==> src/rtl/instruction_fetch_pkg.sv <==
// Shared constants, FSM encoding and output bundle type for the RockWave fetch stage.
package instruction_fetch_pkg;

    localparam int              XLEN_DEF         = 32;
    localparam logic [31:0]     NOP_INST         = 32'h0000_0013;
    localparam logic [31:0]     RESET_VECTOR_DEF = 32'h0000_0000;

    typedef enum logic [0:0] {
        ST_IDLE = 1'b0,
        ST_WAIT = 1'b1
    } fetch_state_e;

endpackage

==> src/rtl/instruction_fetch_obuf.sv <==
// Output buffer for the fetch/decode interface: holds inst and its PCs until the next capture.
module instruction_fetch_obuf
    import instruction_fetch_pkg::*;
#(
    parameter int XLEN = XLEN_DEF
) (
    input  logic            clk,
    input  logic            rst_n,
    input  logic            en,
    input  logic [31:0]     inst_d,
    input  logic [XLEN-1:0] curr_pc_d,
    input  logic [XLEN-1:0] next_pc_d,
    output logic [31:0]     inst_q,
    output logic [XLEN-1:0] curr_pc_q,
    output logic [XLEN-1:0] next_pc_q
);

    // Capture register; holds between enables.
    always_ff @(posedge clk or negedge rst_n) begin
        if (!rst_n) begin
            inst_q    <= NOP_INST;
            curr_pc_q <= {XLEN{1'b0}};
            next_pc_q <= {XLEN{1'b0}};
        end else if (en) begin
            inst_q    <= inst_d;
            curr_pc_q <= curr_pc_d;
            next_pc_q <= next_pc_d;
        end else begin
            inst_q    <= inst_q;
            curr_pc_q <= curr_pc_q;
            next_pc_q <= next_pc_q;
        end
    end

endmodule

==> src/rtl/instruction_fetch.sv <==
// RockWave fetch stage: PC, req/ack instruction read, execute redirects.
// Optional MISALIGN_CHECK_EN flags misaligned redirect targets instead of masking them.
module instruction_fetch
    import instruction_fetch_pkg::*;
#(
    parameter int              XLEN         = XLEN_DEF,
    parameter logic [XLEN-1:0] RESET_VECTOR = RESET_VECTOR_DEF[XLEN-1:0]
) (
    input  logic            clk,
    input  logic            rst_n,
    input  logic            phase_fetch,
    input  logic            jump_en_ex,
    input  logic [XLEN-1:0] jump_addr_ex,
    output logic            imem_req,
    output logic [XLEN-1:0] imem_addr,
    input  logic            imem_ack,
    input  logic [31:0]     imem_rdata,
    output logic [31:0]     inst,
    output logic [XLEN-1:0] curr_pc_fd,
    output logic [XLEN-1:0] next_pc_fd,
    output logic            fetch_valid,
    output logic            stall_fetch,
    output logic            misalign_fd
);

    localparam logic [XLEN-1:0] PC_STEP = XLEN'(32'd4);

    fetch_state_e    state_r,      state_nxt_s;
    logic [XLEN-1:0] pc_r,         pc_nxt_s;
    logic [XLEN-1:0] imem_addr_r,  imem_addr_nxt_s;
    logic            redir_pend_r, redir_pend_nxt_s;
    logic [XLEN-1:0] redir_addr_r, redir_addr_nxt_s;
    logic            fetch_valid_r, fetch_valid_nxt_s;
    logic            misalign_r,   misalign_nxt_s;

    logic [XLEN-1:0] jump_tgt_s;
    logic [XLEN-1:0] fetch_addr_s;
    logic            fetch_mis_s;
    logic            cap_en_s;
    logic [31:0]     cap_inst_s;
    logic [XLEN-1:0] cap_pc_s;
    logic [XLEN-1:0] cap_next_pc_s;

`ifdef MISALIGN_CHECK_EN
    // Targets keep their low bits so a bad redirect can be reported downstream.
    assign jump_tgt_s  = jump_addr_ex;
    assign fetch_mis_s = (fetch_addr_s[1:0] != 2'b00);
`else
    assign jump_tgt_s  = jump_addr_ex & {{(XLEN-2){1'b1}}, 2'b00};
    assign fetch_mis_s = 1'b0;
`endif

    assign fetch_addr_s  = jump_en_ex ? jump_tgt_s : pc_r;
    assign cap_next_pc_s = cap_pc_s + PC_STEP;

    // Next-state, redirect bookkeeping and capture control.
    always_comb begin
        state_nxt_s       = state_r;
        pc_nxt_s          = pc_r;
        imem_addr_nxt_s   = imem_addr_r;
        redir_pend_nxt_s  = redir_pend_r;
        redir_addr_nxt_s  = redir_addr_r;
        fetch_valid_nxt_s = 1'b0;
        misalign_nxt_s    = misalign_r;
        cap_en_s          = 1'b0;
        cap_inst_s        = imem_rdata;
        cap_pc_s          = imem_addr_r;

        case (state_r)
            ST_IDLE: begin
                if (phase_fetch) begin
                    pc_nxt_s = fetch_addr_s;
                    if (fetch_mis_s) begin
                        // Bad target: report it as a NOP without touching memory.
                        cap_en_s          = 1'b1;
                        cap_inst_s        = NOP_INST;
                        cap_pc_s          = fetch_addr_s;
                        fetch_valid_nxt_s = 1'b1;
                        misalign_nxt_s    = 1'b1;
                    end else begin
                        imem_addr_nxt_s = fetch_addr_s;
                        state_nxt_s     = ST_WAIT;
                    end
                end else if (jump_en_ex) begin
                    pc_nxt_s = jump_tgt_s;
                end else begin
                    pc_nxt_s = pc_r;
                end
            end
            ST_WAIT: begin
                if (jump_en_ex) begin
                    redir_pend_nxt_s = 1'b1;
                    redir_addr_nxt_s = jump_tgt_s;
                end else begin
                    redir_addr_nxt_s = redir_addr_r;
                end
                if (imem_ack) begin
                    cap_en_s          = 1'b1;
                    fetch_valid_nxt_s = 1'b1;
                    misalign_nxt_s    = 1'b0;
                    redir_pend_nxt_s  = 1'b0;
                    state_nxt_s       = ST_IDLE;
                    // A redirect arriving with the ack is the newest and wins.
                    if (jump_en_ex) begin
                        pc_nxt_s = jump_tgt_s;
                    end else if (redir_pend_r) begin
                        pc_nxt_s = redir_addr_r;
                    end else begin
                        pc_nxt_s = imem_addr_r + PC_STEP;
                    end
                end else begin
                    state_nxt_s = ST_WAIT;
                end
            end
            default: begin
                state_nxt_s = ST_IDLE;
            end
        endcase
    end

    // Architectural state and registered handshake outputs.
    always_ff @(posedge clk or negedge rst_n) begin
        if (!rst_n) begin
            state_r       <= ST_IDLE;
            pc_r          <= RESET_VECTOR;
            imem_addr_r   <= {XLEN{1'b0}};
            redir_pend_r  <= 1'b0;
            redir_addr_r  <= {XLEN{1'b0}};
            fetch_valid_r <= 1'b0;
            misalign_r    <= 1'b0;
        end else begin
            state_r       <= state_nxt_s;
            pc_r          <= pc_nxt_s;
            imem_addr_r   <= imem_addr_nxt_s;
            redir_pend_r  <= redir_pend_nxt_s;
            redir_addr_r  <= redir_addr_nxt_s;
            fetch_valid_r <= fetch_valid_nxt_s;
            misalign_r    <= misalign_nxt_s;
        end
    end

    instruction_fetch_obuf #(
        .XLEN (XLEN)
    ) u_obuf (
        .clk       (clk),
        .rst_n     (rst_n),
        .en        (cap_en_s),
        .inst_d    (cap_inst_s),
        .curr_pc_d (cap_pc_s),
        .next_pc_d (cap_next_pc_s),
        .inst_q    (inst),
        .curr_pc_q (curr_pc_fd),
        .next_pc_q (next_pc_fd)
    );

    assign imem_req    = (state_r == ST_WAIT);
    assign stall_fetch = (state_r == ST_WAIT);
    assign imem_addr   = imem_addr_r;
    assign fetch_valid = fetch_valid_r;
    assign misalign_fd = misalign_r;

endmodule
==> config.mk <==
export PLATFORM = sky130hd
export DESIGN_NAME = instruction_fetch
export DESIGN_NICKNAME = d
export VERILOG_FILES = /design/src/rtl/instruction_fetch_pkg.sv /design/src/rtl/instruction_fetch_obuf.sv /design/src/rtl/instruction_fetch.sv
export SDC_FILE = /design/constraint.sdc
export NUM_CORES = 1
export LEC_CHECK = 0
export CAP_MARGIN = 20
export CORE_MARGIN = 1
export CORE_UTILIZATION = 28
export CTS_CLUSTER_SIZE = 20
export DETAILED_ROUTE_END_ITERATION = 12
export GPL_ROUTABILITY_DRIVEN = 0
export PLACE_DENSITY = 0.6
export SLEW_MARGIN = 10
export SYNTH_ARGS = -nofsm -noshare
export SYNTH_HDL_FRONTEND = slang
export SYNTH_HIERARCHICAL = 1
export SYNTH_SLANG_ARGS = --single-unit
==> constraint.sdc <==
create_clock -name clk -period 5 [get_ports clk]
set_input_delay 1 -clock clk [delete_from_list [all_inputs] [get_ports clk]]
set_output_delay 1 -clock clk [all_outputs]
set_load 0.01 [all_outputs]
==> results of run 1 <==
critical path, cell delays in order:
cell	delay [ns]
clkdlybuf4s50_1	0.80
nand2_1	0.41
inv_4	0.58
buf_4	0.42
mux2_2	0.38
power by group through the flow:
stage                     logic (mW)  registers, mW  clock network [mW]
after floorplan                0.814           2.54                   0
after global placement          1.95           2.46                   0
after detailed placement        1.97           2.47                   0
after CTS                       1.98           2.45                1.45
after global routing            2.10           2.52                1.50
final                           1.95           2.44                1.40
worst max-delay path by stage:
stage               cells after the start  startpoint  slack [ns]             endpoint
floorplan                               7    imem_ack        2.61             pc_r[27]
global placement                        5    imem_ack        1.20    u_obuf/inst_q[29]
detailed placement                      5    imem_ack        1.21  u_obuf/curr_pc_q[1]
CTS                                     5    imem_ack        1.69  u_obuf/curr_pc_q[1]
global route                            5    imem_ack        1.57  u_obuf/curr_pc_q[1]
finish                                  5    imem_ack        1.71  u_obuf/curr_pc_q[1]
placed cells by master (no fill, tap or decap), types with 17 or more instances in the layout:
| master | Yosys | final |
|---|---|---|
| o21ai_0 | 38 | 38 |
| o22ai_1 | 24 | 24 |
| mux2_2 | 86 | 86 |
| nor2_1 | 27 | 27 |
| clkbuf_16 | 0 | 17 |
| mux2i_1 | 34 | 34 |
| clkdlybuf4s50_1 | 0 | 195 |
| mux2_4 | 40 | 40 |
| nand2_1 | 67 | 66 |
| dfrtp_1 | 190 | 190 |
cell type report:
class	instances	area [um^2]	share of cell area [%]
inverter	11	43.8	0.371
antenna	2	5.00	0.0424
multi-input combinational	469	3750	31.8
timing repair buffer	210	2090	17.7
sequential	193	4830	40.9
clock buffer	21	460	3.90
clock inverter	10	126	1.07
tap	396	495	4.20
logic make-up (layout without fill, tap and decap cells):
kind of cell    after synthesis  count (layout)  share of synthesized area, %
flops                       193             193                          54.2
mux                         160             160                          21.4
simple gates                155             155                          8.61
compound gates              126             126                          9.28
buf+inv                      59             252                          3.71
xor+xnor                     26              26                          2.56
fa+ha+maj                     1               1                         0.140
other cells                   1               3                        0.0421
state kept, by name (all words and copies together) (netlist names):
signal            cells
fetch_valid           1
imem_addr            32
imem_req              1
pc_r                 32
redir_addr_r         30
redir_pend_r          1
u_obuf/curr_pc_q     32
u_obuf/inst_q        32
u_obuf/next_pc_q     32
routing by layer:
layer | vias up | track usage, %
met1 | 3205 | 20.6
met3 | 21 | 4.41
met2 | 199 | 24.5
li1 | 2958 | -
met5 | - | 0
met4 | 2 | 4.51
==> out/results.tsv, run 1 <==
stage	metric	value	unit
die	die_area	32500	um^2
place	io_buffers	197	
routing	post_drt_wl_per_cell	18.7	um
routing	routed-wl-met2	11300	um
final_layout	instances_no_fill	1312	
logic_synthesis	yosys.cell_types.count	60	
logic_synthesis	synth.top_cell.area_share	53.4	%
timing	whs	0.504	ns
clock_tree	clock_latency	0.44	ns
timing	fin_ws	1.71	ns
timing	setup_viol	0	
logic_synthesis	synth_seq_cells	193	
timing	skew	0.0136	ns
global_route	grt_pass1_vias	6624	
logic_synthesis	yosysMostFrequentCell	dfrtp_1	
timing	relSlewSlack	33.5	%
critical_path	rr_startpoint	imem_addr[2]	
logic_synthesis	synthTopCellsByArea	dfrtp_1 (53%), mux2_2 (11%), mux2_4 (6.7%)	
power	power_switching	1.81	mW
power	p_seq_share	42.2	%
logic_synthesis	syn_avg_cell_area	12.4	um^2
critical_path	critPathRequiredTime	5.32	ns
min_path	min-delay-path-class	flop to flop	
clock_tree	cts.path.max_buffers	2	
timing	finalSetupTns	0	ns
critical_path	rr_worst_depth	6	
die	core	30900	um^2
die	fp.dieW	180	um
clock_tree	numClockSinks	193	
logic_synthesis	synth_area_leader_cell	dfrtp_1	
global_route	grt_max_degree	120	
clock_tree	cts_root_buffer	clkbuf_16	
global_route	grt_use_total	15.5	%
routing	wl	24600	um
die	rows	64	
power	p_comb_share	33.7	%
logic_synthesis	netlist_area	8910	um^2
timing	rsz0062_at_grt	false	
final_layout	fill_cells	2974	
critical_path	r2r_end	u_obuf/next_pc_q[18]	
global_route	gr-total-overflow	0	
logic_synthesis	ys_dominant_reg_cell	dfrtp_1	
power	finalPower	5.79	mW
place	dpl_cell_area	11200	um^2
timing	worst_pin_slew	0.997	ns
power	p_leak	4.95	nW
critical_path	worstPathMaxFanout	42	
min_path	hold_path_depth	1	
place	hpwl	16600	um
routing	vias	6385	
power	swShare	31.2	%
die	ios	201	
status	status	completed	
routing	dr.first_iter.drc_count	397	
critical_path	worst-r2r-setup-slack	2.27	ns
clock_tree	cts_setup_buffers	0	
place	place_inst	1279	
routing	first_pass_iters	4	
critical_path	crit_type	primary input to flop	
routing	vias_per_cell	4.87	
routing	met1_length	11500	um
clock_tree	cts_resized	0	
logic_synthesis	synth_common_cells	dfrtp_1 (190), mux2_2 (86), nand2_1 (67), mux2_4 (40), o21ai_0 (38)	
clock_tree	cts-htree-levels	4	
routing	highest_layer	met5	
clock_tree	cts_tree	yes	
timing	period_needed	3.29	ns
logic_synthesis	syn_nets	791	
logic_synthesis	seq_area_frac_synth	54.2	%
final_layout	fin_util	38.2	%
routing	postRouteAntennaNets	0	
final_layout	syn2layout_area_growth	32.5	%
timing	hold_viol_final	0	
critical_path	crit_path_start_kind	primary input	
final_layout	fin_area	11800	um^2
logic_synthesis	syn_inst	721	
power	p_int	3.99	mW
power	power.density	490	nW/um^2
clock_tree	path_clk_slew	0.07	ns
global_route	grt_pass1_wl	39100	um
min_path	min-delay-start	u_obuf/curr_pc_q[7]	
flow_run	drv_cap	0	
min_path	holdPathEnd	u_obuf/curr_pc_q[7]	
routing	drc_errors	0	
critical_path	end_kind	flop	
timing	drv_slew	0	
timing	fin_crit_sh	65.9	%
logic_synthesis	yosysWarnings	6	
logic_synthesis	async_flop_share	100	%
final_layout	final_nets	972	
place	place_ws	1.21	ns
power	p_clk_share	24.1	%
timing	clock.fmax	304	MHz
die	start_util	28.8	%
die	fp.dieH	180	um
global_route	grt_antenna_before_repair	2	
final_layout	drive_gt1_share	20.2	%
clock_tree	cts_buffers	17	
logic_synthesis	synth-edff-count	0	
clock_tree	cts_hold_buf	0	
critical_path	critPathArrivalTime	3.62	ns
power	peakVddDrop	279	uV
routing	wl_met3	1500	um
(Power assumes the default switching activity.)
==> run 2, diff against run 1 <==
==> constraint.sdc (replaced) <==
create_clock -name clk -period 3.43 [get_ports clk]
set_input_delay 0.686 -clock clk [delete_from_list [all_inputs] [get_ports clk]]
set_output_delay 0.686 -clock clk [all_outputs]
set_load 0.01 [all_outputs]
==> run 2 against run 1 <==
Net effect:
- clock skew is essentially flat
- largest power group unchanged
- non-clock buffer count grew 14
- count of clock-buffer cells in the layout shrank 1
- clock power grew 43%
- highest routed layer unchanged
- wire length grew 0.92%
- register-to-register slack lost 1.3 ns
- cell area grew 0.68%
- first-iteration DRC count grew 6.8%
- setup slack lost 0.78 ns
- sequential power grew 44%
==> out/results.tsv, run 2 (same netlist as run 1, synthesis figures left out) <==
stage	metric	value	unit	change
status	status	completed		
final_layout	drive_gt1_share	21.5	%	+1.3 points
place	dpl_cell_area	11300	um^2	+0.80%
critical_path	end_kind	flop		
timing	skew	0.0133	ns	-0.000300 ns
clock_tree	cts-htree-levels	4		unchanged
routing	wl	24800	um	+0.92%
timing	relSlewSlack	31.4	%	-2.2 points
power	peakVddDrop	559	uV	+100%
clock_tree	cts_hold_buf	0		unchanged
critical_path	crit_type	primary input to flop		
routing	drc_errors	0		unchanged
final_layout	fill_cells	2994		+0.67%
clock_tree	path_clk_slew	0.07	ns	about the same
final_layout	fin_util	38.5	%	+0.26 points
clock_tree	cts_resized	0		unchanged
die	fp.dieH	180	um	unchanged
place	place_ws	0.487	ns	-0.718 ns
clock_tree	cts_setup_buffers	0		unchanged
timing	worst_pin_slew	1.03	ns	+0.0286 ns
timing	fin_crit_sh	73.0	%	
final_layout	final_nets	986		+1.4%
routing	vias	6472		+1.4%
flow_run	drv_cap	0		unchanged
clock_tree	cts_tree	yes		
die	rows	64		unchanged
global_route	grt_antenna_before_repair	2		unchanged
final_layout	final_cell_mix	clkdlybuf4s50_1 (195), dfrtp_1 (190), mux2_2 (86)		
die	die_area	32500	um^2	unchanged
timing	rsz0062_at_grt	false		
timing	fin_ws	0.925	ns	-0.782 ns
routing	vias_per_cell	4.88		+0.29%
routing	post_drt_wl_per_cell	18.7	um	-0.14%
routing	postRouteAntennaNets	0		unchanged
die	core	30900	um^2	unchanged
global_route	grt_use_total	15.5	%	+0.029 points
critical_path	worstPathMaxFanout	60		+43%
timing	finalSetupTns	0	ns	unchanged
timing	drv_slew	0		unchanged
clock_tree	cts_buffers	17		unchanged
power	p_leak	5.02	nW	+1.4%
clock_tree	numClockSinks	193		unchanged
clock_tree	cts_root_buffer	clkbuf_16		
critical_path	critPathArrivalTime	2.83	ns	-0.79 ns
routing	dr.first_iter.drc_count	424		+6.8%
power	power.density	710	nW/um^2	+45%
final_layout	final_common_cell	clkdlybuf4s50_1		
die	fp.dieW	180	um	unchanged
place	place_inst	1293		+1.1%
clock_tree	clock_latency	0.45	ns	about the same
global_route	grt_pass1_vias	6440		-2.8%
die	ios	201		unchanged
final_layout	fin_area	11900	um^2	+0.68%
place	hpwl	17200	um	+3.5%
timing	clock.fmax	399	MHz	
timing	setup_viol	0		unchanged
final_layout	instances_no_fill	1326		+1.1%
timing	period_needed	2.51	ns	
die	start_util	28.8	%	unchanged
clock_tree	cts.path.max_buffers	2		unchanged
final_layout	syn2layout_area_growth	33.4	%	
place	io_buffers	197		unchanged
min_path	min-delay-path-class	primary input to async pin		
critical_path	critPathRequiredTime	3.76	ns	-1.56 ns
global_route	grt_pass1_wl	38800	um	-0.86%
global_route	gr-total-overflow	0		unchanged
global_route	grt_max_degree	79		-34%
routing	first_pass_iters	6		+2
critical_path	crit_path_start_kind	primary input		
timing	hold_viol_final	0		unchanged
-- run 2: cell count changes in the layout (fill, tap and decap cells not counted), sizes merged --
cell,change
buf,+14
bufinv,-1
clkbuf,-1
clkinvlp,-1
diode,-1
inv,+4
-- run 2: final timing paths --
| check | startpoint | endpoint | slack (ns) | cells past startpoint |
|---|---|---|---|---|
| max in group asynchronous | rst_n | imem_addr[17] | 2.31 | 2 |
| min in group clk | u_obuf/inst_q[28] | u_obuf/inst_q[28] | 0.50 | 1 |
| hold / removal | rst_n | u_obuf/curr_pc_q[24] | 0.26 | 1 |
| setup reg to reg | imem_addr[6] | u_obuf/next_pc_q[18] | 0.96 | 6 |
| hold reg to reg | u_obuf/inst_q[28] | u_obuf/inst_q[28] | 0.50 | 1 |
| setup / recovery | imem_ack | pc_r[8] | 0.92 | 7 |
-- run 2: through the flow --
step / hold WS (ns) / power [mW]
after floorplan: 0.390 / 4.89
after global placement: 0.481 / 6.45
after detailed placement: 0.492 / 6.51
after CTS: 0.298 / 8.56
after global routing: 0.306 / 8.91
final: 0.258 / 8.45
-- run 2: cell type report --
cell class              instances  area (um^2)  area share, %
well taps                     396          495           4.17
clock inverters                12          123           1.03
multi-input cells             469         3750           31.5
diodes                          1         2.50         0.0210
inverters                      11         43.8          0.368
repair buffers                224         2190           18.4
clock buffers                  20          457           3.84
flip-flops and latches        193         4830           40.7
-- run 2: metal layers --
layer,vias up,GRT usage [%],share of wire [%]
li1,2989,-,-
met1,3261,20.7,46
met2,202,24.2,46
met3,18,4.99,6.4
met4,2,4.21,1.1
met5,-,0,0.048
-- run 2: report_power, final --
group	total (mW)	internal, mW	leakage (nW)	switching, mW
combinational	2.92	1.74	2.40	1.18
clock	2.00	1.06	0.280	0.944
sequential	3.52	2.98	2.34	0.546
-- run 2: worst max-delay path: stages --
cell and delay, ns:
clkdlybuf4s50_1 0.51, nand2_1 0.28, inv_4 0.15, buf_4 0.71, nand2_1 0.26, nor2_1 0.17, nor3_1 0.06
